<file path="src/rtl/memory_request_master.sv">
// PDP-8 memory request master: sequences fetch/read/write/ISZ requests
// into the controller enable-pulse / operation_done handshake.
module memory_request_master #(
    parameter int TIMEOUT_CYCLES = 16
) (
    input  logic        clk,
    input  logic        reset,
    input  logic        req_valid,
    output logic        req_ready,
    input  logic [1:0]  req_op,
    input  logic [11:0] req_address,
    input  logic [11:0] req_write_data,
    output logic        rsp_valid,
    output logic [11:0] rsp_data,
    output logic        rsp_zero,
    output logic        rsp_error,
    output logic [11:0] mem_address,
    output logic [11:0] mem_write_data,
    output logic        mem_read_enable,
    output logic        mem_read_type,
    output logic        mem_write_enable,
    input  logic [11:0] mem_read_data,
    input  logic        mem_operation_done
);

    localparam logic       DATA_READ         = 1'b0;
    localparam logic       INSTRUCTION_FETCH = 1'b1;
    localparam logic [1:0] OP_FETCH          = 2'b00;
    localparam logic [1:0] OP_WRITE          = 2'b10;
    localparam logic [1:0] OP_RMW            = 2'b11;

    typedef enum logic [2:0] {
        IDLE,
        RD_ISSUE,
        RD_WAIT,
        WR_ISSUE,
        WR_WAIT,
        RESPOND
    } state_t;

    state_t      state;
    state_t      next;
    logic [1:0]  op_q;
    logic [7:0]  cnt;
    logic        done_q;
    logic        done_edge;
    logic        timed_out;
    logic        accept;
    logic [11:0] inc;

    assign done_edge = mem_operation_done & ~done_q;
    assign timed_out = (cnt == 8'(TIMEOUT_CYCLES));
    assign accept    = req_valid & req_ready;
    assign inc       = mem_read_data + 12'd1;

    always_ff @(posedge clk) begin
        if (reset) begin
            state <= IDLE;
        end else begin
            state <= next;
        end
    end

    always_comb begin
        next             = state;
        req_ready        = 1'b0;
        rsp_valid        = 1'b0;
        mem_read_enable  = 1'b0;
        mem_write_enable = 1'b0;
        case (state)
            IDLE: begin
                req_ready = 1'b1;
                if (req_valid) begin
                    next = (req_op == OP_WRITE) ? WR_ISSUE : RD_ISSUE;
                end
            end
            RD_ISSUE: begin
                mem_read_enable = 1'b1;
                next            = RD_WAIT;
            end
            RD_WAIT: begin
                if (done_edge) begin
                    next = (op_q == OP_RMW) ? WR_ISSUE : RESPOND;
                end else if (timed_out) begin
                    next = RESPOND;
                end
            end
            WR_ISSUE: begin
                mem_write_enable = 1'b1;
                next             = WR_WAIT;
            end
            WR_WAIT: begin
                if (done_edge || timed_out) begin
                    next = RESPOND;
                end
            end
            RESPOND: begin
                rsp_valid = 1'b1;
                next      = IDLE;
            end
            default: next = IDLE;
        endcase
        // Nothing leaves the block while reset is being sampled.
        if (reset) begin
            req_ready        = 1'b0;
            rsp_valid        = 1'b0;
            mem_read_enable  = 1'b0;
            mem_write_enable = 1'b0;
        end
    end

    always_ff @(posedge clk) begin
        if (reset) begin
            op_q           <= 2'b00;
            cnt            <= 8'd0;
            done_q         <= 1'b0;
            mem_address    <= 12'd0;
            mem_write_data <= 12'd0;
            mem_read_type  <= DATA_READ;
            rsp_data       <= 12'd0;
            rsp_zero       <= 1'b0;
            rsp_error      <= 1'b0;
        end else begin
            done_q <= mem_operation_done;
            if (accept) begin
                op_q           <= req_op;
                mem_address    <= req_address;
                mem_write_data <= req_write_data;
                mem_read_type  <= (req_op == OP_FETCH) ? INSTRUCTION_FETCH
                                                       : DATA_READ;
            end
            if (state == RD_ISSUE || state == WR_ISSUE) begin
                cnt <= 8'd0;
            end else if (state == RD_WAIT || state == WR_WAIT) begin
                cnt <= cnt + 8'd1;
            end
            if (state == RD_WAIT) begin
                if (done_edge) begin
                    if (op_q == OP_RMW) begin
                        mem_write_data <= inc;
                    end else begin
                        rsp_data  <= mem_read_data;
                        rsp_zero  <= 1'b0;
                        rsp_error <= 1'b0;
                    end
                end else if (timed_out) begin
                    rsp_data  <= 12'd0;
                    rsp_zero  <= 1'b0;
                    rsp_error <= 1'b1;
                end
            end
            if (state == WR_WAIT) begin
                if (done_edge) begin
                    rsp_data  <= mem_write_data;
                    rsp_zero  <= (op_q == OP_RMW) && (mem_write_data == 12'd0);
                    rsp_error <= 1'b0;
                end else if (timed_out) begin
                    rsp_data  <= 12'd0;
                    rsp_zero  <= 1'b0;
                    rsp_error <= 1'b1;
                end
            end
        end
    end

endmodule

</file>
<file path="config.mk">
export PLATFORM = sky130hd
export DESIGN_NAME = memory_request_master
export DESIGN_NICKNAME = d
export VERILOG_FILES = /design/src/rtl/memory_request_master.sv
export SDC_FILE = /design/constraint.sdc
export NUM_CORES = 1
export LEC_CHECK = 0
export ABC_AREA = 1
export CAP_MARGIN = 20
export CORE_ASPECT_RATIO = 0.7
export CORE_MARGIN = 4
export CORE_UTILIZATION = 48
export CTS_BUF_LIST = sky130_fd_sc_hd__clkbuf_8
export DETAILED_ROUTE_END_ITERATION = 6
export PLACE_DENSITY = 0.82
export SLEW_MARGIN = 40
export SYNTH_ARGS = -nofsm -noshare
export SYNTH_HDL_FRONTEND = slang
export SYNTH_SLANG_ARGS = --single-unit
</file>
<file path="constraint.sdc">
create_clock -name clk -period 1.7 [get_ports clk]
set_clock_uncertainty 0.15 [all_clocks]
set_input_delay 0.34 -clock clk [delete_from_list [all_inputs] [get_ports clk]]
set_output_delay 0.34 -clock clk [all_outputs]
set_load 0.02 [all_outputs]
</file>
==> impl_metrics.env <==
export IMPL_status="complete, no violations"
export IMPL_cp_end_kind="primary output"
export IMPL_place_gp_congestion=0.8966
export IMPL_ant_nets=0
export IMPL_initialDrtViolationCount=214
export IMPL_max_slew_margin=0.7458
export IMPL_synth_top_family_by_area="simple AND/OR/NAND/NOR gates"
export IMPL_nNetsFinal=563
export IMPL_min_to="done_q$_SDFF_PP0_"
export IMPL_cp_arrival_ns=1.13
export IMPL_setup_viol=0
export IMPL_die_x_um=97.15
export IMPL_final_period_minus_worst_setup_slack_ns=1.622
export IMPL_cp_slowest_cell="dfxtp_2"
export IMPL_core_area_um2=5313
export IMPL_yosysWarnings=0
export IMPL_path_clk_slew_ns=0.09
export IMPL_clock_fmax_mhz=616.6
export IMPL_worstMarginPinSlew_ns=0.3779
export IMPL_wl_per_cell_um=14.62
export IMPL_drt_first_pass_iters=5
export IMPL_cts_made_buffers=5
export IMPL_synthAdderAreaFrac=0.01406
export IMPL_grt_pass1_wl_mm=13.43
export IMPL_wirelength_mm=8.638
export IMPL_syn_inst=384
export IMPL_grt_max_degree=20
export IMPL_fin_area_um2=4133
export IMPL_muxShareOfSynthArea=0
export IMPL_regToRegSetupSlack_ns=0.08
export IMPL_portBuffers=84
export IMPL_peakVddDrop_mv=0.7950
export IMPL_hold_viol_final=0
export IMPL_powerDensity_nw_per_um2=1086
export IMPL_top_usage_layer="met2"
export IMPL_crit_path_max_incr_delay_ns=0.36
export IMPL_grt_util_met1=0.3008
export IMPL_clock_sinks=53
export IMPL_leakage_nw=2.076
export IMPL_r2r_end="rsp_data[6]$_SDFF_PP0_"
export IMPL_clk_latency_ns=0.31
export IMPL_cp_start_kind="flop"
export IMPL_ff2ff_path_depth=9
export IMPL_grt_usage=0.2379
export IMPL_dp_hpwl_mm=6.290
export IMPL_met3_usage=0.06986
export IMPL_netlist_area_um2=2670
export IMPL_rows=22
export IMPL_clock_root_buffer="clkbuf_8"
export IMPL_synth_seq_cells=53
export IMPL_synth_edf_count=0
export IMPL_die_h_um=70.40
export IMPL_synth_xor_xnor_area_share=0.01968
export IMPL_path_cells="inv_1 -> nand3_2 -> nor2_1 -> buf_2"
export IMPL_num_vias=3127
export IMPL_io_pins=85
export IMPL_synth_ff_type="dfxtp_1"
export IMPL_yosys_area_share_simple=0.3402
export IMPL_area_delta_synth_final_pct=54.78
export IMPL_avgSynthCellArea_um2=6.953
export IMPL_worstSetupPathType="reg2out"
export IMPL_synth_cell_type_count=35
export IMPL_critPathRequiredTime_ns=1.21
export IMPL_cts_tree="done"
export IMPL_initial_core_util=0.5026
export IMPL_drc=0
export IMPL_clockBufferDepth=2
export IMPL_hp_start="mem_operation_done"
export IMPL_holdWs_ns=0.1681
export IMPL_grt_pass1_vias=2909
export IMPL_ys_seq_area_frac=0.3974
export IMPL_num_antenna_cells=0
export IMPL_drive_gt1_frac=0.2197
export IMPL_die_area_um2=6839
export IMPL_avgViaCountPerCell=5.291
export IMPL_async_reset_ff_frac=0
export IMPL_antenna_found_initial=0
export IMPL_drv_slew=0
export IMPL_critPathMaxFanout=4
export IMPL_fin_crit_sh=0.9540
export IMPL_drv_cap=0
export IMPL_place_area_um2=3935
export IMPL_fin_util=0.7779
export IMPL_gr_total_overflow=0
export IMPL_r2r_start="state[1]$_SDFFE_PP0P_"
export IMPL_hold_depth=3
export IMPL_syn_nets=429
export IMPL_htree_levels=2
export IMPL_synth_compound_area_frac=0.1303
export IMPL_use_met2=0.3960
export IMPL_hp_class="in2reg"
-- cell usage in the layout (no fill, tap or decap), drive strengths merged, types with 4 or more instances in the layout --
cell type	synthesis	final
a21oi	34	34
buf	8	58
clkbuf	4	6
clkdlybuf4s50	0	35
dfxtp	53	53
dlygate4sd2	0	40
dlymetal6s2s	0	5
inv	47	48
nand2	115	116
nand3	36	36
nand4	4	4
nor2	31	31
nor3	9	9
o211ai	5	5
o21ai	17	17
xor2	5	5
-- cell type report --
cell class,instances,area [um2]
tap,72,90.09
clock buffer,6,82.58
clock inverter,2,33.78
fill,392,1180
sequential,53,1067
inverter,48,187.7
timing repair buffer,138,1224
multi-input combinational,272,1448
-- metal layers --
layer  vias to the layer above  wire length [um]
met4                         0               136
met5                         -                 0
met3                        17               969
li1                       1511                 -
met1                      1416              3517
met2                       183              4016
-- critical path: cells and delay by family (launching register included) --
| kind | cells | cell delay (ns) |
|---|---|---|
| buf+inv | 2 | 0.27 |
| flops | 1 | 0.36 |
| simple gates | 2 | 0.20 |
-- flip-flops by register name (all words and copies together) (netlist names) --
name            cells
op_q                2
state               3
rsp_zero            1
rsp_data           12
mem_address        12
rsp_error           1
cnt                 8
done_q              1
mem_write_data     12
mem_read_type       1
-- how the worst max path moves through the flow --
stage / from / to / cells past startpoint
detailed placement: reset / rsp_valid / 3
global route: state[2]$_SDFFE_PP0P_ / rsp_data[8]$_SDFF_PP0_ / 12
global placement: reset / rsp_valid / 3
CTS: mem_read_data[0] / mem_write_data[10]$_SDFF_PP0_ / 8
floorplan: reset / mem_write_enable / 3
finish: state[1]$_SDFFE_PP0P_ / mem_read_enable / 4
-- report_power, final --
| part | switching [W] | internal [W] |
|---|---|---|
| registers | 0.000156 | 0.00145 |
| clock network | 0.000413 | 0.000475 |
| logic | 0.00116 | 0.000833 |
| total | 0.00172 | 0.00276 |
-- kinds of logic after synthesis --
group	after synthesis
AND/OR/NAND/NOR	198
XOR/XNOR	6
buffers and inverters	60
flip-flops	53
AO/OA/AOI/OAI	64
adder cells (fa/ha/maj)	3
-- per-stage QoR --
| stage | cells | setup TNS, ns | power [W] | setup slack (ns) |
|---|---|---|---|---|
| after floorplan | 384 | -0.01792 | 0.002674 | -0.01184 |
| after global placement | 579 | -16.42 | 0.003534 | -0.5342 |
| after detailed placement | 579 | -18.34 | 0.003570 | -0.5651 |
| after CTS | 587 | 0 | 0.004336 | 0.01180 |
| after global routing | 591 | -0.03894 | 0.004742 | -0.01758 |
| final | 591 | 0 | 0.004486 | 0.07824 |
-- repair_timing --
action	in CTS	in global routing
resized for setup	63	38
setup endpoints to repair	71	39
gates cloned	0	1
setup buffers	0	3
hold buffers	0	0
pin swaps	0	10
-- Yosys cell counts (2+ instances only) --
master	number	area share
nor2_1	27	0.038
o22ai_1	3	0.0070
nand2_4	2	0.0084
o21ai_1	4	0.0075
nand4_1	4	0.0094
clkbuf_1	4	0.0056
o21a_1	2	0.0056
nand2_1	106	0.15
xor2_1	5	0.016
nor2_4	3	0.013
dfxtp_1	53	0.40
buf_2	4	0.0075
ha_1	3	0.014
nor3_1	7	0.013
inv_2	3	0.0042
nor4_1	2	0.0047
inv_1	43	0.060
nand2_2	7	0.016
o211ai_1	5	0.014
a21oi_1	34	0.064
buf_6	4	0.017
o21ai_0	13	0.024
nand3_1	34	0.064
No activity file was read; power rests on OpenSTA's default activity.
